<file path="src/rtl/intersection_controller.sv">
// Two-approach traffic light sequencer with all-red clearance, latched pedestrian
// walk phase and vehicle-actuated early termination of green.
module intersection_controller #(
    parameter int CNT_W       = 16,
    parameter int T_GREEN_MIN = 4,
    parameter int T_GREEN_MAX = 12,
    parameter int T_YELLOW    = 3,
    parameter int T_ALL_RED   = 2,
    parameter int T_WALK      = 5
) (
    input  logic clk_i,
    input  logic rst_i,
    input  logic ns_car_i,
    input  logic ew_car_i,
    input  logic ped_req_i,
    output logic ns_red_o,
    output logic ns_yellow_o,
    output logic ns_green_o,
    output logic ew_red_o,
    output logic ew_yellow_o,
    output logic ew_green_o,
    output logic walk_o,
    output logic ped_pending_o,
    output logic bad_state_o
);

    if (T_GREEN_MIN < 1 || T_GREEN_MIN > T_GREEN_MAX) begin : g_bad_green
        $error("intersection_controller: need 1 <= T_GREEN_MIN <= T_GREEN_MAX");
    end
    if (T_YELLOW < 1 || T_ALL_RED < 1 || T_WALK < 1) begin : g_bad_dur
        $error("intersection_controller: T_YELLOW, T_ALL_RED, T_WALK must be >= 1");
    end
    if ((64'(T_GREEN_MAX) >> CNT_W) != 0 || (64'(T_YELLOW) >> CNT_W) != 0 ||
        (64'(T_ALL_RED) >> CNT_W) != 0 || (64'(T_WALK) >> CNT_W) != 0) begin : g_bad_width
        $error("intersection_controller: a duration does not fit in CNT_W bits");
    end

    typedef enum logic [2:0] {
        ALL_RED   = 3'd0,
        NS_GREEN  = 3'd1,
        NS_YELLOW = 3'd2,
        EW_GREEN  = 3'd3,
        EW_YELLOW = 3'd4,
        PED_WALK  = 3'd5
    } state_t;

    localparam logic DIR_NS = 1'b0;
    localparam logic DIR_EW = 1'b1;

    localparam logic [CNT_W-1:0] LAST_ALL_RED   = CNT_W'(T_ALL_RED - 1);
    localparam logic [CNT_W-1:0] LAST_WALK      = CNT_W'(T_WALK - 1);
    localparam logic [CNT_W-1:0] LAST_YELLOW    = CNT_W'(T_YELLOW - 1);
    localparam logic [CNT_W-1:0] LAST_GREEN_MIN = CNT_W'(T_GREEN_MIN - 1);
    localparam logic [CNT_W-1:0] LAST_GREEN_MAX = CNT_W'(T_GREEN_MAX - 1);

    // Held as a plain vector so that codes outside the enum can be represented and flagged.
    logic [2:0]       state_reg;
    logic [2:0]       state_next;
    logic             next_dir;
    logic             dir_next;
    logic [CNT_W-1:0] phase_cnt;
    logic             ped_pending;
    logic             ns_green_done;
    logic             ew_green_done;

    // Green may end early only once its minimum has elapsed and someone else is waiting.
    assign ns_green_done = (phase_cnt == LAST_GREEN_MAX) ||
                           ((phase_cnt >= LAST_GREEN_MIN) && (ew_car_i || ped_pending));
    assign ew_green_done = (phase_cnt == LAST_GREEN_MAX) ||
                           ((phase_cnt >= LAST_GREEN_MIN) && (ns_car_i || ped_pending));

    always_comb begin
        state_next = state_reg;
        dir_next   = next_dir;
        case (state_reg)
            ALL_RED: begin
                if (phase_cnt == LAST_ALL_RED) begin
                    if (ped_pending)
                        state_next = PED_WALK;
                    else
                        state_next = (next_dir == DIR_EW) ? EW_GREEN : NS_GREEN;
                end
            end
            PED_WALK: begin
                if (phase_cnt == LAST_WALK)
                    state_next = (next_dir == DIR_EW) ? EW_GREEN : NS_GREEN;
            end
            NS_GREEN: begin
                if (ns_green_done)
                    state_next = NS_YELLOW;
            end
            EW_GREEN: begin
                if (ew_green_done)
                    state_next = EW_YELLOW;
            end
            NS_YELLOW: begin
                if (phase_cnt == LAST_YELLOW) begin
                    state_next = ALL_RED;
                    dir_next   = DIR_EW;
                end
            end
            EW_YELLOW: begin
                if (phase_cnt == LAST_YELLOW) begin
                    state_next = ALL_RED;
                    dir_next   = DIR_NS;
                end
            end
            default: state_next = ALL_RED;
        endcase
    end

    always_ff @(posedge clk_i) begin
        if (rst_i) begin
            state_reg   <= ALL_RED;
            next_dir    <= DIR_NS;
            phase_cnt   <= '0;
            ped_pending <= 1'b0;
        end else begin
            state_reg <= state_next;
            next_dir  <= dir_next;
            phase_cnt <= (state_next != state_reg) ? '0 : phase_cnt + CNT_W'(1);
            // Button presses during the walk, or on the edge that starts it, are already served.
            if (state_reg == PED_WALK || (state_reg == ALL_RED && state_next == PED_WALK))
                ped_pending <= 1'b0;
            else if (ped_req_i)
                ped_pending <= 1'b1;
        end
    end

    always_comb begin
        ns_red_o    = 1'b1;
        ns_yellow_o = 1'b0;
        ns_green_o  = 1'b0;
        ew_red_o    = 1'b1;
        ew_yellow_o = 1'b0;
        ew_green_o  = 1'b0;
        walk_o      = 1'b0;
        bad_state_o = 1'b0;
        case (state_reg)
            ALL_RED:   ;
            NS_GREEN:  begin ns_red_o = 1'b0; ns_green_o  = 1'b1; end
            NS_YELLOW: begin ns_red_o = 1'b0; ns_yellow_o = 1'b1; end
            EW_GREEN:  begin ew_red_o = 1'b0; ew_green_o  = 1'b1; end
            EW_YELLOW: begin ew_red_o = 1'b0; ew_yellow_o = 1'b1; end
            PED_WALK:  walk_o = 1'b1;
            default:   bad_state_o = 1'b1;
        endcase
    end

    assign ped_pending_o = ped_pending;

endmodule

</file>
<file path="config.mk">
export PLATFORM = sky130hd
export DESIGN_NAME = intersection_controller
export DESIGN_NICKNAME = d
export VERILOG_FILES = /design/src/rtl/intersection_controller.sv
export SDC_FILE = /design/constraint.sdc
export NUM_CORES = 1
export LEC_CHECK = 0
export CAP_MARGIN = 20
export CORE_ASPECT_RATIO = 0.6
export CORE_MARGIN = 3
export CORE_UTILIZATION = 37
export DETAILED_ROUTE_END_ITERATION = 8
export GPL_TIMING_DRIVEN = 0
export PLACE_DENSITY_LB_ADDON = 0.2
export RECOVER_POWER = 25
export SETUP_SLACK_MARGIN = 0.05
export SYNTH_ARGS = -nofsm -noshare
export SYNTH_HDL_FRONTEND = slang
export SYNTH_SLANG_ARGS = --single-unit
</file>
<file path="constraint.sdc">
create_clock -name clk_i -period 8 [get_ports clk_i]
set_clock_uncertainty 0.15 [all_clocks]
set_input_delay 2.4 -clock clk_i [delete_from_list [all_inputs] [get_ports clk_i]]
set_output_delay 2.4 -clock clk_i [all_outputs]
set_load 0.1 [all_outputs]
</file>
==> results of run 1 <==
## routing by layer
layer,vias to the layer above,routed length (microns),global-route usage
met2,42,1360,0.233
li1,592,-,-
met4,0,14,0.0326
met3,2,294,0.0633
met1,568,1570,0.227
met5,-,0,0
## placed cells by master (no fill, tap or decap), drive strengths merged
| master | Yosys | final |
|---|---|---|
| a22oi | 1 | 1 |
| dlygate4sd3 | 0 | 3 |
| o21ai | 2 | 2 |
| ha | 4 | 4 |
| nor2 | 19 | 19 |
| nand4 | 7 | 7 |
| or2 | 1 | 1 |
| o211ai | 2 | 2 |
| o41ai | 1 | 1 |
| clkdlybuf4s50 | 0 | 9 |
| o31ai | 1 | 1 |
| nand2 | 8 | 8 |
| xnor2 | 9 | 9 |
| a211oi | 2 | 2 |
| nand3 | 7 | 7 |
| and4 | 1 | 1 |
| buf | 4 | 2 |
| nor4 | 6 | 6 |
| nor3b | 2 | 2 |
| o32a | 1 | 1 |
| inv | 8 | 8 |
| or3 | 1 | 1 |
| xor2 | 5 | 5 |
| o31a | 1 | 1 |
| mux2 | 1 | 1 |
| clkbuf | 2 | 8 |
| or4 | 5 | 5 |
| a21oi | 5 | 5 |
| and3b | 3 | 3 |
| nand3b | 1 | 1 |
| nor3 | 21 | 21 |
| and2 | 1 | 1 |
| dfxtp | 21 | 21 |
| o311ai | 1 | 1 |
## metrics by stage
step                      cell area, sq um  hold WS (ps)  power [uW]  std cells   util
after global placement                1490           335         314        211  0.448
after CTS                             1540           353         386        215  0.462
after detailed placement              1490           342         316        211  0.448
final                                 1520           356         384        215  0.456
after floorplan                       1310           313         273        154      -
after global routing                  1520           380         405        215  0.456
## cell families (layout without fill, tap and decap cells)
family / Yosys count / in the layout
AO/OA/AOI/OAI: 17 / 17
flip-flops: 21 / 21
AND/OR/NAND/NOR: 83 / 83
adder cells (fa/ha/maj): 4 / 4
buffers and inverters: 14 / 30
multiplexers: 1 / 1
XOR/XNOR: 14 / 14
## synth_stat cells
master,count
nand2_1,8
o41ai_1,1
or4_4,3
o211ai_1,1
nand3b_1,1
nand3_1,7
a211oi_1,2
and3b_1,1
nand4_1,7
ha_1,4
or2_2,1
o311ai_0,1
buf_1,1
a22oi_1,1
nor3_1,11
and3b_2,2
dfxtp_1,21
and2_1,1
inv_1,8
nor3_2,10
or3_1,1
and4_1,1
nor2_1,19
nor4_1,6
buf_6,2
o21ai_0,2
o32a_1,1
o211ai_2,1
xnor2_1,9
o31a_1,1
clkbuf_1,2
or4_1,2
nor3b_1,2
o31ai_1,1
a21oi_1,5
buf_12,1
xor2_1,5
mux2_4,1
## power by group
| part | leakage, uW | total (uW) | switching [uW] | internal [uW] |
|---|---|---|---|---|
| registers | 0.000170 | 129 | 14.1 | 115 |
| logic | 0.000338 | 184 | 132 | 51.8 |
| clock network | 0.0000228 | 70.1 | 34.6 | 35.5 |
| total | 0.000531 | 384 | 181 | 203 |
## cell type report
class	count	area share
Clock buffer	4	0.0297
Timing Repair Buffer	12	0.0793
Sequential cell	21	0.277
Multi-Input combinational cell	119	0.532
Buffer	6	0.0248
Inverter	8	0.0198
Tap cell	45	0.0372
## worst register-to-register path: cells and delay by family, from the launching register on
family	cells	cell delay [ps]
buffers and inverters	1	360
muxes	1	490
and+or+nand+nor	3	1380
AOI/OAI and AO/OA	2	460
DFF	1	370
## final timing paths
| kind | startpoint | to | slack (ps) | cells past startpoint |
|---|---|---|---|---|
| worst max-delay path | state_reg[2]$_SDFF_PP0_ | ew_red_o | 3130 | 5 |
| worst max register to register | phase_cnt[7]$_SDFF_PP0_ | phase_cnt[12]$_SDFF_PP0_ | 4720 | 7 |
| worst min register to register | phase_cnt[0]$_SDFF_PP0_ | phase_cnt[0]$_SDFF_PP0_ | 360 | 1 |
| worst min-delay path | phase_cnt[0]$_SDFF_PP0_ | phase_cnt[0]$_SDFF_PP0_ | 360 | 1 |
==> results by group, run 1 <==
Cells and area
  – Filler cell count: ~350
  – Multi-input gate area: 806 sq um
  – Share of layout cells above drive strength 1: 0.129
  – Reg area: about 420 sq um
  – Max FFs per register: 16
  – Area growth from synthesis to layout: 15.3%
  – Fin nets: 180
  – Diode count: 0

Global route
  – Global route overflow: 0
  – Pin count of the biggest net entering global routing: 12
  – Initial antenna violation count: 0
  – GRT Total Usage: 0.162
  – Global-route wire length before repair: between 5000 and 6000 microns
  – Vias in the first global route: 1103

Placement
  – Final GP Congestion: about 0.8
  – Final HPWL DP: approximately 2500 microns
  – Place WS: around 3400 ps
  – IO buf count: 12

Die
  – Initial Util: 0.395
  – Die W: roughly 83 microns
  – Die ar.: 4320 sq um
  – FP Rows: 16
  – Chip height: 52.2 microns
  – Ports: 14
  – Area of the core: about 3300 sq um

Clock network
  – CTS Buffer Depth: 2
  – Post_cts resized: 0
  – Post-CTS Hold Buffers: 0
  – CTS H-tree depth: 1
  – CTS tree: yes
  – Clock transition at the registers of the reported paths: 70 ps
  – Setup Fix Bufs, Post-CTS: 0
  – CTS Sinks: 21
  – Clk_lat worst skew: around 260 ps
  – Total CTS buffers: 3
  – Clock Tree Root: clkbuf_8

Power
  – Peak supply drop: 0.000101 V
  – Pwr dens: roughly 250 nW/um^2
  – Leakage: around 0.00053 uW

Synthesis
  – Simple-gate area share of the yosys netlist: 0.381
  – Area leader, netlist: dfxtp_1
  – Synth warn: 0
  – Top cells by area, synth: dfxtp_1 32%, nor3_2 7.6%, xnor2_1 6.0%
  – Net Count, Synth: between 150 and 200
  – Mapped Area: roughly 1300 sq um
  – Synth Area in Compound Gates: 0.0924
  – Multiplexer share of the synthesized area: 0.0114
  – Seq cells post-synth: 21
  – Area share of the leading cell type in the synthesized netlist: 0.320
  – Seq/Total Area, Yosys: 0.320
  – Adder-Cell Fraction of Synth Area: 0.0381
  – Synth Area in XOR/XNOR: 0.0933
  – Syn Inst Count: between 150 and 200
  – Post-Syn Area per Cell: 8.53 sq um
  – Yosys cell types: 38
  – Main combinational cell family by area after synthesis: simple AND/OR/NAND/NOR gates

Worst setup path
  – Slowest cell on the critical path: clkdlybuf4s50_1
  – Critical Path Source Type: flip-flop
  – Buf/Inv on CP: 3
  – Critical Path AT: about 2300 ps
  – Endpoint class of the critical path: output pin
  – Crit-path leading delay family: buffers and inverters
  – Crit Path Class: reg -> out
  – Required time of the critical path: ~5500 ps
  – CP Cell Sequence: buf_6, nand3b_1, inv_1, nor2_1, clkdlybuf4s50_1
  – Worst-path fanout max: 10
  – Max incr delay on CP: 1130 ps

Timing
  – Worst setup margin: around 3100 ps
  – Slew at the pin closest to its max-slew limit: ~1000 ps
  – RSZ-0062 raised after global routing: false
  – Final hold vios: 0
  – Fmax: ~200 MHz
  – Slew Viols, Final: 0
  – Setup TNS: 0 ps
  – Max-slew headroom: 0.347
  – Final Setup Violations: 0
  – Tcrit/Tclk final: 0.609
  – Tmin final: just under 5000 ps

Drt
  – DR pass1 iterations: 5
  – Iter 0 DRT Violations: 80
  – Number of remaining DRC errors: 0
  – Routed len/inst: ~15 microns
  – DRT Wirelength: ~3200 microns
  – Post-route ant nets: 0
  – Via/cell ratio: 5.60
  – Via count: 1204

Min path
  – Hold Crit Class: reg -> reg

Run status
  – Status: finished, final reports clean

Run
  – Max Cap Viol: 0
Power figures use the tool's default switching activity.
==> run 2: changes to the inputs <==
Clock period 8 ns to 4.9 ns, I/O delays scaled along.
==> run 2 against run 1 <==
Compared with the run above: hold slack better by 8.8 ps; first-iteration DRC count grew 71%; register-to-register slack got worse by 3100 ps; cell count stayed put; sequential power is 64% higher; flip-flop and latch count unchanged; power grew 65%; wire length is 5.7% lower; via count down 0.66%; critical path depth unchanged; largest cell class unchanged; highest routed layer is now met3; worst setup slack got worse by 2200 ps; critical endpoint unchanged.
==> results by group, run 2 (synthesized netlist as in run 1, its figures left out) <==
Drt
  – Routed len/inst: 14.2 microns (was 15.1 microns)
  – Post-route ant nets: 0 (unchanged)
  – Number of remaining DRC errors: 0 (unchanged)
  – DRT Wirelength: 3050 microns (was 3240 microns)
  – DR pass1 iterations: 4 (was 5)
  – Via/cell ratio: 5.56 (was 5.60)
  – Via count: 1196 (was 1204)
  – Iter 0 DRT Violations: 137 (was 80)

Min path
  – Hold Path Depth: 2 (was 1)
  – Hold_sp: next_dir$_SDFFE_PP0P_ (was phase_cnt[0]$_SDFF_PP0_)
  – Hold Path End: next_dir$_SDFFE_PP0P_ (was phase_cnt[0]$_SDFF_PP0_)
  – Hold Crit Class: reg -> reg (unchanged)

Worst setup path
  – Endpoint class of the critical path: output pin (unchanged)
  – Crit Path Class: reg -> out (unchanged)
  – CP Cell Sequence: buf_6, nand3b_1, inv_1, nor2_1, clkdlybuf4s50_1 (unchanged)
  – RR Endpoint: phase_cnt[10]$_SDFF_PP0_ (was phase_cnt[12]$_SDFF_PP0_)
  – Crit-path leading delay family: buffers and inverters (unchanged)
  – R2R setup slack: 1630 ps (was 4720 ps)
  – Critical R2R Launch: phase_cnt[6]$_SDFF_PP0_ (was phase_cnt[7]$_SDFF_PP0_)
  – Required time of the critical path: 3280 ps (was 5450 ps)
  – Buf/Inv on CP: 3 (unchanged)
  – Slowest cell on the critical path: clkdlybuf4s50_1 (unchanged)
  – Critical Path AT: 2360 ps (was 2320 ps)
  – Worst-path fanout max: 10 (unchanged)
  – Max incr delay on CP: 1140 ps (was 1130 ps)
  – Critical Path Source Type: flip-flop (unchanged)
  – Reg2Reg Depth: 7 (unchanged)

Run status
  – Status: finished, final reports clean (unchanged)

Clock network
  – Total CTS buffers: 3 (unchanged)
  – CTS Sinks: 21 (unchanged)
  – Post_cts resized: 0 (unchanged)
  – Post-CTS Hold Buffers: 0 (unchanged)
  – Clock Tree Root: clkbuf_8 (unchanged)
  – Clk_lat worst skew: 270 ps (was 260 ps)
  – Clock transition at the registers of the reported paths: 90 ps (was 70 ps)
  – CTS H-tree depth: 1 (unchanged)
  – Setup Fix Bufs, Post-CTS: 0 (unchanged)
  – CTS Buffer Depth: 2 (unchanged)
  – CTS tree: yes (unchanged)

Timing
  – Final Setup Violations: 0 (unchanged)
  – Tmin final: 3980 ps
  – Max-slew headroom: 0.351 (was 0.347)
  – Final hold vios: 0 (unchanged)
  – Slew Viols, Final: 0 (unchanged)
  – Tcrit/Tclk final: 0.813
  – Fmax: ~250 MHz
  – Setup TNS: 0 ps (unchanged)
  – RSZ-0062 raised after global routing: false (unchanged)
  – Slew at the pin closest to its max-slew limit: 970 ps (was 977 ps)
  – Hold WS: 365 ps (was 356 ps)

Cells and area
  – Fin nets: 180 (unchanged)
  – Commonest non-fill, non-tap cell in the layout: dfxtp_1 (unchanged)
  – Diode count: 0 (unchanged)
  – Area growth from synthesis to layout: 15.7% (was 15.3%)
  – Max FFs per register: 16 (unchanged)
  – Share of layout cells above drive strength 1: 0.135 (was 0.129)
  – Most frequent cells in the layout: 21 x dfxtp_1, 19 x nor2_1, 11 x nor3_2, 10 x nor3_1, 10 x clkdlybuf4s50_1 (was 21 x dfxtp_1, 19 x nor2_1, 11 x nor3_1, 10 x nor3_2)
  – Finished Cell Area: 1520 sq um (about the same)

Global route
  – Vias in the first global route: 1016 (was 1103)
  – Global route overflow: 0 (unchanged)
  – Initial antenna violation count: 0 (unchanged)
  – Pin count of the biggest net entering global routing: 14 (was 12)
  – Global-route wire length before repair: 5160 microns (was 5470 microns)
  – GRT Total Usage: 0.149 (was 0.162)

Die
  – Ports: 14 (unchanged)
  – Area of the core: 3320 sq um (unchanged)
  – Die ar.: 4320 sq um (unchanged)
  – Initial Util: 0.395 (unchanged)
  – Die W: 82.9 microns (unchanged)
  – Chip height: 52.2 microns (unchanged)
  – FP Rows: 16 (unchanged)

Power
  – Internal power: 331 uW (was 203 uW)
  – Peak supply drop: 0.000171 V (was 0.000101 V)
  – Sw Ratio: 0.478 (was 0.472)
  – Pwr dens: 417 nW/um^2 (was 253 nW/um^2)
  – Leakage: 0.000535 uW (was 0.000531 uW)
  – Combinational power share: 0.476 (was 0.480)
  – Share of power burned in registers: 0.334 (was 0.337)
  – Clock power frac: 0.190 (was 0.183)
  – Net Sw Power: 303 uW (was 181 uW)

Placement
  – Placed inst area: 1500 sq um (was 1490 sq um)
  – Final GP Congestion: 0.837 (was 0.823)
  – IO buf count: 12 (unchanged)
  – Final HPWL DP: 2370 microns (was 2530 microns)

Run
  – Max Cap Viol: 0 (unchanged)
## run 2: area by class of cell
class / count / area (sq um)
clock inverters: 1 / 7.51
inverters: 8 / 30.0
multi-input cells: 119 / 807
well taps: 45 / 56.3
repair buffers: 12 / 120
fillers: 325 / 1800
flip-flops and latches: 21 / 420
clock buffers: 3 / 41.3
plain buffers: 6 / 37.5
## run 2: worst register-to-register path, stage by stage, from the launching register on
cell and delay [ps]:
dfxtp_1 370, or4_1 570, or4_4 560, o32a_1 370, o211ai_2 90, mux2_1 480, clkbuf_1 350, nor3_2 250
## run 2: per-stage QoR
step                      cells  utilization  power (uW)  setup WS (ps)
final                       215        0.457         634            918
after global routing        215        0.457         673            804
after CTS                   215        0.465         637            931
after detailed placement    211        0.450         519           1240
after global placement      211        0.450         515           1270
after floorplan             154            -         447            460
## run 2: layer usage
layer,vias to the layer above,GRT usage,wire length [microns]
met5,-,0,0
met4,0,0.0190,0
met3,0,0.0427,216
met2,38,0.197,1220
met1,571,0.236,1620
li1,587,-,-
## run 2: power by group through the flow
| stage | logic, uW | clock network [uW] | registers, uW |
|---|---|---|---|
| 5_1_grt | 327 | 131 | 214 |
| 3_5_place_dp | 304 | 0 | 215 |
| 2_1_floorplan | 228 | 0 | 219 |
| 3_3_place_gp | 302 | 0 | 213 |
| 6_report | 302 | 121 | 212 |
| 4_1_cts | 304 | 122 | 211 |
## run 2: worst max-delay path by stage
stage	cells past startpoint	endpoint	from	slack [ps]
6_report	5	ew_red_o	state_reg[2]$_SDFF_PP0_	920
3_3_place_gp	5	ew_red_o	state_reg[2]$_SDFF_PP0_	1270
2_1_floorplan	4	ns_red_o	state_reg[1]$_SDFF_PP0_	460
5_1_grt	5	ew_red_o	state_reg[2]$_SDFF_PP0_	800
4_1_cts	5	ew_red_o	state_reg[2]$_SDFF_PP0_	930
3_5_place_dp	5	ew_red_o	state_reg[2]$_SDFF_PP0_	1240
